===== src/rtl/adc_chan_sequencer.sv =====
`default_nettype none
// ============================================================================
//  Module   : adc_chan_sequencer
//  Purpose  : Drives the ADC channel select, drops the settling conversions
//             after every channel switch, averages 2^AVG_LOG2 conversions per
//             channel and publishes the per-channel averages together with an
//             up/down/hold deadband direction code. Flags a stale ADC link
//             when no conversion arrives for TIMEOUT cycles.
//  Options  : ADC_SEQ_HYST_EN - per-channel hysteresis on the direction code
//  Revision : 1.0 - initial release
// ============================================================================
module adc_chan_sequencer #(
    parameter int          NUM_CH   = 2,
    parameter int          DISCARD  = 2,
    parameter int          AVG_LOG2 = 2,
    parameter logic [11:0] HI_TH    = 12'h750,
    parameter logic [11:0] LO_TH    = 12'h500,
    parameter logic [11:0] HYST     = 12'h040,
    parameter int          TIMEOUT  = 50000
) (
    input  logic        CLOCK_50,
    input  logic        reset,
    input  logic        adc_convst,
    input  logic [11:0] adc_result,
    output logic [2:0]  chan,
    output logic [11:0] avg_value,
    output logic [2:0]  avg_chan,
    output logic        avg_valid,
    output logic [11:0] ch0_value,
    output logic [11:0] ch1_value,
    output logic [1:0]  ch0_dir,
    output logic [1:0]  ch1_dir,
    output logic        adc_stale
);

    localparam int ACC_W   = 12 + AVG_LOG2;
    localparam int AVG_N   = 1 << AVG_LOG2;
    localparam int STALE_W = $clog2(TIMEOUT + 1);

    localparam logic [1:0] DIR_HOLD = 2'b00;
    localparam logic [1:0] DIR_UP   = 2'b01;
    localparam logic [1:0] DIR_DOWN = 2'b10;

    typedef enum logic [1:0] {
        S_SWITCH  = 2'd0,
        S_DISCARD = 2'd1,
        S_ACCUM   = 2'd2,
        S_PUBLISH = 2'd3
    } state_t;

    // ------------------------------------------------------------------------
    // Direction classification. A history of HOLD means "plain thresholds";
    // the keep-bands only matter when a previous UP/DOWN code is fed back.
    // ------------------------------------------------------------------------
    function automatic logic [1:0] classify(input logic [11:0] v, input logic [1:0] prev);
        logic [1:0] d;
        if (v > HI_TH)      d = DIR_UP;
        else if (v < LO_TH) d = DIR_DOWN;
        else                d = DIR_HOLD;
        if ((prev == DIR_UP) && (v > (HI_TH - HYST)))
            d = DIR_UP;
        else if ((prev == DIR_DOWN) && (v < (LO_TH + HYST)))
            d = DIR_DOWN;
        return d;
    endfunction

    // Synchronizer, edge detector and stale-link state
    logic               sync1_q, sync2_q, prev_q, strobe_q;
    logic               strobe_d;
    logic [STALE_W-1:0] stale_cnt_q, stale_cnt_d;
    logic               adc_stale_q, adc_stale_d;

    // Sequencer state
    state_t             state_q, state_d;
    logic [4:0]         cnt_q, cnt_d;
    logic [ACC_W-1:0]   acc_q, acc_d;
    logic [2:0]         ch_idx_q, ch_idx_d;
    logic [2:0]         chan_q, chan_d;
    logic [11:0]        avg_value_q, avg_value_d;
    logic [2:0]         avg_chan_q, avg_chan_d;
    logic               avg_valid_q, avg_valid_d;
    logic [11:0]        ch0_value_q, ch0_value_d;
    logic [11:0]        ch1_value_q, ch1_value_d;
    logic [1:0]         ch0_dir_q, ch0_dir_d;
    logic [1:0]         ch1_dir_q, ch1_dir_d;

    logic [ACC_W-1:0]   sum_w;
    logic [11:0]        avg_w;
    logic [1:0]         ch0_prev_w, ch1_prev_w;

    assign sum_w = acc_q + ACC_W'(adc_result);
    assign avg_w = sum_w[ACC_W-1:AVG_LOG2];

`ifdef ADC_SEQ_HYST_EN
    assign ch0_prev_w = ch0_dir_q;
    assign ch1_prev_w = ch1_dir_q;
`else
    assign ch0_prev_w = DIR_HOLD;
    assign ch1_prev_w = DIR_HOLD;
`endif

    // Rising edge of the synchronized convst becomes a one-cycle strobe
    always_comb begin
        strobe_d = sync2_q & ~prev_q;
    end

    // Stale counter restarts on every strobe and saturates at TIMEOUT
    always_comb begin
        stale_cnt_d = stale_cnt_q;
        if (strobe_q)
            stale_cnt_d = '0;
        else if (stale_cnt_q != STALE_W'(TIMEOUT))
            stale_cnt_d = stale_cnt_q + 1'b1;
        adc_stale_d = (stale_cnt_d == STALE_W'(TIMEOUT));
    end

    // Synchronizer, edge register and stale tracking flops
    always_ff @(posedge CLOCK_50) begin
        if (reset) begin
            sync1_q     <= 1'b0;
            sync2_q     <= 1'b0;
            prev_q      <= 1'b0;
            strobe_q    <= 1'b0;
            stale_cnt_q <= '0;
            adc_stale_q <= 1'b0;
        end else begin
            sync1_q     <= adc_convst;
            sync2_q     <= sync1_q;
            prev_q      <= sync2_q;
            strobe_q    <= strobe_d;
            stale_cnt_q <= stale_cnt_d;
            adc_stale_q <= adc_stale_d;
        end
    end

    // Sequencer next-state: switch, drop settling samples, accumulate, publish.
    // Results are registered on the completing strobe so they are visible
    // during the PUBLISH cycle together with the avg_valid pulse.
    always_comb begin
        state_d     = state_q;
        cnt_d       = cnt_q;
        acc_d       = acc_q;
        ch_idx_d    = ch_idx_q;
        chan_d      = chan_q;
        avg_value_d = avg_value_q;
        avg_chan_d  = avg_chan_q;
        avg_valid_d = 1'b0;
        ch0_value_d = ch0_value_q;
        ch1_value_d = ch1_value_q;
        ch0_dir_d   = ch0_dir_q;
        ch1_dir_d   = ch1_dir_q;
        case (state_q)
            S_SWITCH: begin
                chan_d  = ch_idx_q;
                acc_d   = '0;
                cnt_d   = '0;
                state_d = (DISCARD == 0) ? S_ACCUM : S_DISCARD;
            end
            S_DISCARD: begin
                if (strobe_q) begin
                    if (cnt_q == 5'(DISCARD - 1)) begin
                        cnt_d   = '0;
                        state_d = S_ACCUM;
                    end else begin
                        cnt_d = cnt_q + 1'b1;
                    end
                end
            end
            S_ACCUM: begin
                if (strobe_q) begin
                    acc_d = sum_w;
                    if (cnt_q == 5'(AVG_N - 1)) begin
                        state_d     = S_PUBLISH;
                        avg_value_d = avg_w;
                        avg_chan_d  = ch_idx_q;
                        avg_valid_d = 1'b1;
                        if (ch_idx_q == 3'd0) begin
                            ch0_value_d = avg_w;
                            ch0_dir_d   = classify(avg_w, ch0_prev_w);
                        end
                        if (ch_idx_q == 3'd1) begin
                            ch1_value_d = avg_w;
                            ch1_dir_d   = classify(avg_w, ch1_prev_w);
                        end
                    end else begin
                        cnt_d = cnt_q + 1'b1;
                    end
                end
            end
            S_PUBLISH: begin
                ch_idx_d = (ch_idx_q == 3'(NUM_CH - 1)) ? 3'd0 : ch_idx_q + 3'd1;
                state_d  = S_SWITCH;
            end
            default: begin
                state_d = S_SWITCH;
            end
        endcase
    end

    // Sequencer state register
    always_ff @(posedge CLOCK_50) begin
        if (reset) begin
            state_q     <= S_SWITCH;
            cnt_q       <= '0;
            acc_q       <= '0;
            ch_idx_q    <= '0;
            chan_q      <= '0;
            avg_value_q <= '0;
            avg_chan_q  <= '0;
            avg_valid_q <= 1'b0;
            ch0_value_q <= '0;
            ch1_value_q <= '0;
            ch0_dir_q   <= DIR_HOLD;
            ch1_dir_q   <= DIR_HOLD;
        end else begin
            state_q     <= state_d;
            cnt_q       <= cnt_d;
            acc_q       <= acc_d;
            ch_idx_q    <= ch_idx_d;
            chan_q      <= chan_d;
            avg_value_q <= avg_value_d;
            avg_chan_q  <= avg_chan_d;
            avg_valid_q <= avg_valid_d;
            ch0_value_q <= ch0_value_d;
            ch1_value_q <= ch1_value_d;
            ch0_dir_q   <= ch0_dir_d;
            ch1_dir_q   <= ch1_dir_d;
        end
    end

    assign chan      = chan_q;
    assign avg_value = avg_value_q;
    assign avg_chan  = avg_chan_q;
    assign avg_valid = avg_valid_q;
    assign ch0_value = ch0_value_q;
    assign ch1_value = ch1_value_q;
    // A stale link must not keep the servos moving: directions read HOLD
    assign ch0_dir   = adc_stale_q ? DIR_HOLD : ch0_dir_q;
    assign ch1_dir   = adc_stale_q ? DIR_HOLD : ch1_dir_q;
    assign adc_stale = adc_stale_q;

endmodule
`default_nettype wire


===== config.mk =====
export PLATFORM = sky130hd
export DESIGN_NAME = adc_chan_sequencer
export DESIGN_NICKNAME = d
export VERILOG_FILES = /design/src/rtl/adc_chan_sequencer.sv
export SDC_FILE = /design/constraint.sdc
export NUM_CORES = 1
export LEC_CHECK = 0
export CAP_MARGIN = 20
export CORE_AREA = 2 2 93 95
export DETAILED_ROUTE_END_ITERATION = 8
export DIE_AREA = 0 0 95 97
export GPL_ROUTABILITY_DRIVEN = 0
export PLACE_DENSITY = 0.79
export SLEW_MARGIN = 10
export SYNTH_ARGS = -nofsm -noshare
export SYNTH_HDL_FRONTEND = slang
export SYNTH_SLANG_ARGS = --single-unit

===== constraint.sdc =====
create_clock -name CLOCK_50 -period 5.3 [get_ports CLOCK_50]
set_input_delay 0.795 -clock CLOCK_50 [delete_from_list [all_inputs] [get_ports CLOCK_50]]
set_output_delay 0.795 -clock CLOCK_50 [all_outputs]
set_load 0.01 [all_outputs]

# After elaboration in Yosys (flattened, before gate mapping)
# Cells that the tools add are included.
[totals]
inputBits = 15
output_inout_bits = 48
elab_cells = 72
ff_bits = 92
[op_classes]
add_sub_neg = 4
mux = 20
n_eq_ne = 13
bitwise = 4
magnitude_cmp = 2
n_reduce_logical = 11
[ops]
columns = ["op", "count"]
rows = [
  ["16-bit 2-to-1 mux", 2],
  ["14-bit one-hot mux with 2 select lines", 1],
  ["5-bit 2-to-1 mux", 4],
  ["16-bit by 1-bit adder with 16-bit output, second input constant", 1],
  ["16-bit equality test, second input constant", 1],
  ["2-bit 2-to-1 mux", 8],
  ["16-bit != test, second input constant", 1],
  ["4-bit AND reduction", 4],
  ["5-bit one-hot mux with 3 select lines", 1],
  ["14-bit by 12-bit adder with 14-bit output", 1],
  ["14-bit 2-to-1 mux", 1],
  ["12-bit by 11-bit greater-than comparator with 1-bit output, second input constant", 1],
  ["12-bit by 11-bit < comparator with 1-bit output, second input constant", 1],
  ["2-bit != test, second input constant", 5],
  ["2-bit one-hot mux with 4 select lines", 1],
  ["5-bit by 1-bit adder with 5-bit output, second input constant", 1],
  ["5-bit by 1-bit equality test with 1-bit output, second input constant", 1],
  ["5-bit by 2-bit equality test with 1-bit output, second input constant", 1],
  ["2-bit equality test, second input constant", 2],
  ["3-bit by 1-bit adder with 3-bit output, second input constant", 1],
  ["3-bit by 1-bit equality test with 1-bit output, second input constant", 1],
  ["3-bit logical NOT", 1],
  ["3-bit 2-to-1 mux", 1],
  ["1-bit NOT", 3],
  ["9 further kinds", 9],
]

# Longest topological paths before layout
[logic_depth]
word_depth = 4
depth_mapped = 11

# Least setup slack after synthesis
# Ideal clock, no wire load.
[synth_timing]
path_type = "input-to-reg"
from = "input port adc_result[0]"
to = "register ch0_dir_q[0]"
path_slack_ns = 2.351
arrival_ns = 2.858
path_buffers = 0
setup_ns = 0.091
path_stages = 9
required_ns = 5.209
cell_sequence = "ha_1 -> fa_1 -> a21o_1 -> a221oi_1 -> o31ai_1 -> a21oi_1 -> xnor2_1 -> o2111ai_1 -> a311oi_1"
[synth_between]
elab_chain_cells = 3
[synth_rtl]
columns = ["item", "line", "source"]
rows = [
  ["start: declaration", "24", "input logic [11:0] adc_result,"],
  ["14-bit by 12-bit adder with 14-bit output", "91", "assign sum_w = acc_q + ACC_W'(adc_result);"],
  ["12-bit by 11-bit greater-than comparator with 1-bit output", "57", "if (v > HI_TH) d = DIR_UP;"],
  ["2-bit 2-to-1 mux", "57", ""],
  ["end signal: assignment", "226", "ch0_dir_q <= ch0_dir_d;"],
  ["end: declaration", "84", "logic [1:0] ch0_dir_q, ch0_dir_d;"],
]
# Every way passes these cells.
# A chain may end at the register's enable or synchronous reset.

# Final worst setup path
[layout_timing]
from = "input port adc_result[0]"
to = "register ch1_dir_q[0]"
[layout_between]
elab_chain_cells = 3
[layout_rtl]
columns = ["item", "line", "source"]
rows = [
  ["14-bit by 12-bit adder with 14-bit output", "91", ""],
  ["12-bit by 11-bit greater-than comparator with 1-bit output", "57", ""],
  ["2-bit 2-to-1 mux", "57", ""],
  ["end signal: assignment", "227", "ch1_dir_q <= ch1_dir_d;"],
  ["end: declaration", "85", "logic [1:0] ch1_dir_q, ch1_dir_d;"],
]
# Every way passes these cells.

==> results.sh <==
export IMPL_synth_cells=530
export IMPL_clock_root_buffer="clkbuf_8"
export IMPL_ys_warn_count=0
export IMPL_pin_count=63
export IMPL_grt_util_met1_pct=31.1
export IMPL_end_kind="flip-flop"
export IMPL_yosys_area_top_type="dfxtp_1"
export IMPL_worst_pin_slew_ns=0.773
export IMPL_io_buffer_count=62
export IMPL_cp_max_fo=5
export IMPL_antenna_left=0
export IMPL_post_cts_buffers=0
export IMPL_yosysMostFrequentCell="dfxtp_1"
export IMPL_placementRows=33
export IMPL_dpl_cell_area_um2=5050
export IMPL_cp_required_ns=5.61
export IMPL_finalNetCount=614
export IMPL_cts_sinks=92
export IMPL_grt_setup_unrepaired="false"
export IMPL_grt_pass1_vias=3748
export IMPL_critPathMaxStageDelay_ns=0.41
export IMPL_grt_usage_pct=24.8
export IMPL_cts_hold_buf=0
export IMPL_coreArea_um2=8130
export IMPL_numCtsBuffers=9
export IMPL_met3_usage_pct=4.05
export IMPL_setup_viol=0
export IMPL_slew_viol_final=0
export IMPL_floorplan_initialDensity_pct=54.1
export IMPL_synth_cell_types=56
export IMPL_ctsResizeCount=0
export IMPL_status="complete, no violations"
export IMPL_setup_slack_ns=1.98
export IMPL_drt_total_wl_um=10800
export IMPL_antenna_found_initial=0
export IMPL_cp_slowest_cell="clkdlybuf4s50_1"
export IMPL_grt_busiest_layer="met2"
export IMPL_powerDensity_nw_per_um2=276
export IMPL_crit_type="primary input to flip-flop"
export IMPL_drive_above_1_share_pct=5.50
export IMPL_drt_pass1_iter_count=5
export IMPL_period_share_pct=62.6
export IMPL_p_leak_nw=1.93
export IMPL_grt_pass1_wl_um=18000
export IMPL_synth_area_um2=4400
export IMPL_ys_seq_elements=92
export IMPL_viasPerCell=5.76
export IMPL_hpwl_um=7710
export IMPL_synthTopCellsByArea="dfxtp_1, nand2_1, ha_1"
export IMPL_synthTopCellsByCount="dfxtp_1, nand2_1, nor2_1, a21oi_1, clkbuf_1"
export IMPL_cts_tree="done"
export IMPL_synth_top_area_share_pct=41.9
export IMPL_synthArstFlopShare_pct=0
export IMPL_drc=0
export IMPL_cts_htree_levels=3
export IMPL_hold_viol=0
export IMPL_synth_nets=567
export IMPL_ys_flop_type="dfxtp_1"
export IMPL_crit_chain="clkdlybuf4s50_1, ha_1, fa_1, a21o_1, a221oi_1, nor2_1, xor2_1, a21boi_0, o2111ai_1, a311oi_1"
export IMPL_clock_skew_ns=0.0174
export IMPL_dp_worst_setup_slack_ns=1.62
export IMPL_start_kind="primary input"
export IMPL_syn_avg_cell_area_um2=8.30
export IMPL_hold_path_class="flip-flop to flip-flop"
export IMPL_first_iter_violations=173
export IMPL_ys_seq_area_share_pct=41.9
export IMPL_fin_util_pct=64.6
export IMPL_synth_edf_count=0
export IMPL_tns_ns=0
export IMPL_wl_per_cell_um=15.8
export IMPL_grt_max_degree=78
export IMPL_area_growth_pct=19.4
export IMPL_die_w_um=95
export IMPL_overflow=0
export IMPL_arrival_ns=3.63
export IMPL_maxSlewHeadroom_pct=48.4
export IMPL_die_area_um2=9220
export IMPL_maxCapViolCount=0
export IMPL_use_met2_pct=41.8
export IMPL_clk_pin_slew_worst_paths_ns=0.11
export IMPL_clockBufferDepth=2
export IMPL_final_cell_area_um2=5250
export IMPL_num_vias=3960
export IMPL_num_antenna_cells=0
export IMPL_max_freq_ghz=0.301
export IMPL_clk_insertion_delay_late_ns=0.40
export IMPL_period_needed_ns=3.32
export IMPL_peakVddDrop_v=0.000165
export IMPL_fp_dieH_um=97
==> kinds of logic after synthesis <==
kind of cell / share of synthesized area (%)
flip-flops: 41.9
AO/OA/AOI/OAI: 18.5
adder cells (fa/ha/maj): 6.43
buffers and inverters: 3.75
XOR/XNOR: 4.78
multiplexers: 1.14
AND/OR/NAND/NOR: 23.5
==> metrics by stage <==
step,cells,hold WS (ns),power [mW]
finish,687,0.392,1.45
global route,687,0.413,1.51
CTS,687,0.401,1.45
detailed placement,671,0.376,0.975
global placement,671,0.376,0.966
floorplan,530,0.367,0.913
==> per-layer routing <==
metal	wire length [um]	vias up	part of all wire, %
met4	256	0	2.4
met1	4640	1894	43
li1	-	1935	-
met3	535	22	4.9
met2	5420	109	50
met5	0	-	0
==> critical path, delay by kind of cell <==
kind	cells	cell delay [ns]
adders and majority gates	2	0.65
buffers and inverters	1	0.41
AOI/OAI and AO/OA	5	1.32
and+or+nand+nor	1	0.14
xor gates and xnor gates	1	0.30
==> state kept, by name, summed over array words and instances (netlist names) <==
| register | flops |
|---|---|
| stale_cnt_q | 16 |
| ch0_dir_q | 2 |
| sync1_q | 1 |
| chan | 3 |
| adc_stale | 1 |
| strobe_q | 1 |
| sync2_q | 1 |
| avg_value | 12 |
| ch_idx_q | 3 |
| state_q | 2 |
| prev_q | 1 |
| acc_q | 14 |
| avg_chan | 3 |
| ch1_value | 12 |
| ch1_dir_q | 2 |
| cnt_q | 5 |
| avg_valid | 1 |
| ch0_value | 12 |
==> area by class of cell <==
type / instances / area, um^2
Tap cell: 105 / 131
Multi-Input combinational cell: 397 / 2400
Timing Repair Buffer: 65 / 638
Clock inverter: 7 / 75.1
Inverter: 12 / 45.0
Fill cell: 672 / 2880
Sequential cell: 92 / 1840
Clock buffer: 9 / 124
==> path summary, 6_finish.rpt <==
check	from	cells past startpoint	slack, ns	to
max	adc_result[0]	10	1.98	ch1_dir_q[0]
min	prev_q	1	0.39	strobe_q
max reg2reg	state_q[0]	8	2.07	ch1_dir_q[0]
min reg2reg	prev_q	1	0.39	strobe_q
==> power breakdown <==
part           internal (mW)  switching (mW)  leakage, nW
combinational         0.0867           0.155         1.09
clock                  0.189           0.295       0.0990
sequential             0.706          0.0195        0.742
total                  0.982           0.469         1.93
==> layout by cell type, fill, tap and decap left out, types with 4 or more instances in the layout <==
cell / synthesis / layout
clkdlybuf4s50_1: 0 / 61
a22oi_1: 13 / 13
a211oi_1: 11 / 11
o21a_1: 5 / 5
ha_1: 21 / 21
nand3_1: 11 / 11
inv_1: 12 / 12
nor2b_1: 14 / 14
or2_2: 4 / 4
a21o_1: 7 / 7
dfxtp_1: 92 / 92
nand2_1: 78 / 78
clkbuf_8: 0 / 9
and3_1: 6 / 6
xor2_1: 11 / 11
xnor2_1: 13 / 13
a21oi_1: 51 / 50
nor2_1: 70 / 70
or3_1: 7 / 7
and2_1: 4 / 4
nand4_1: 6 / 6
o21ai_0: 10 / 10
o31ai_1: 4 / 4
mux2i_1: 5 / 5
(Power assumes the default switching activity.)
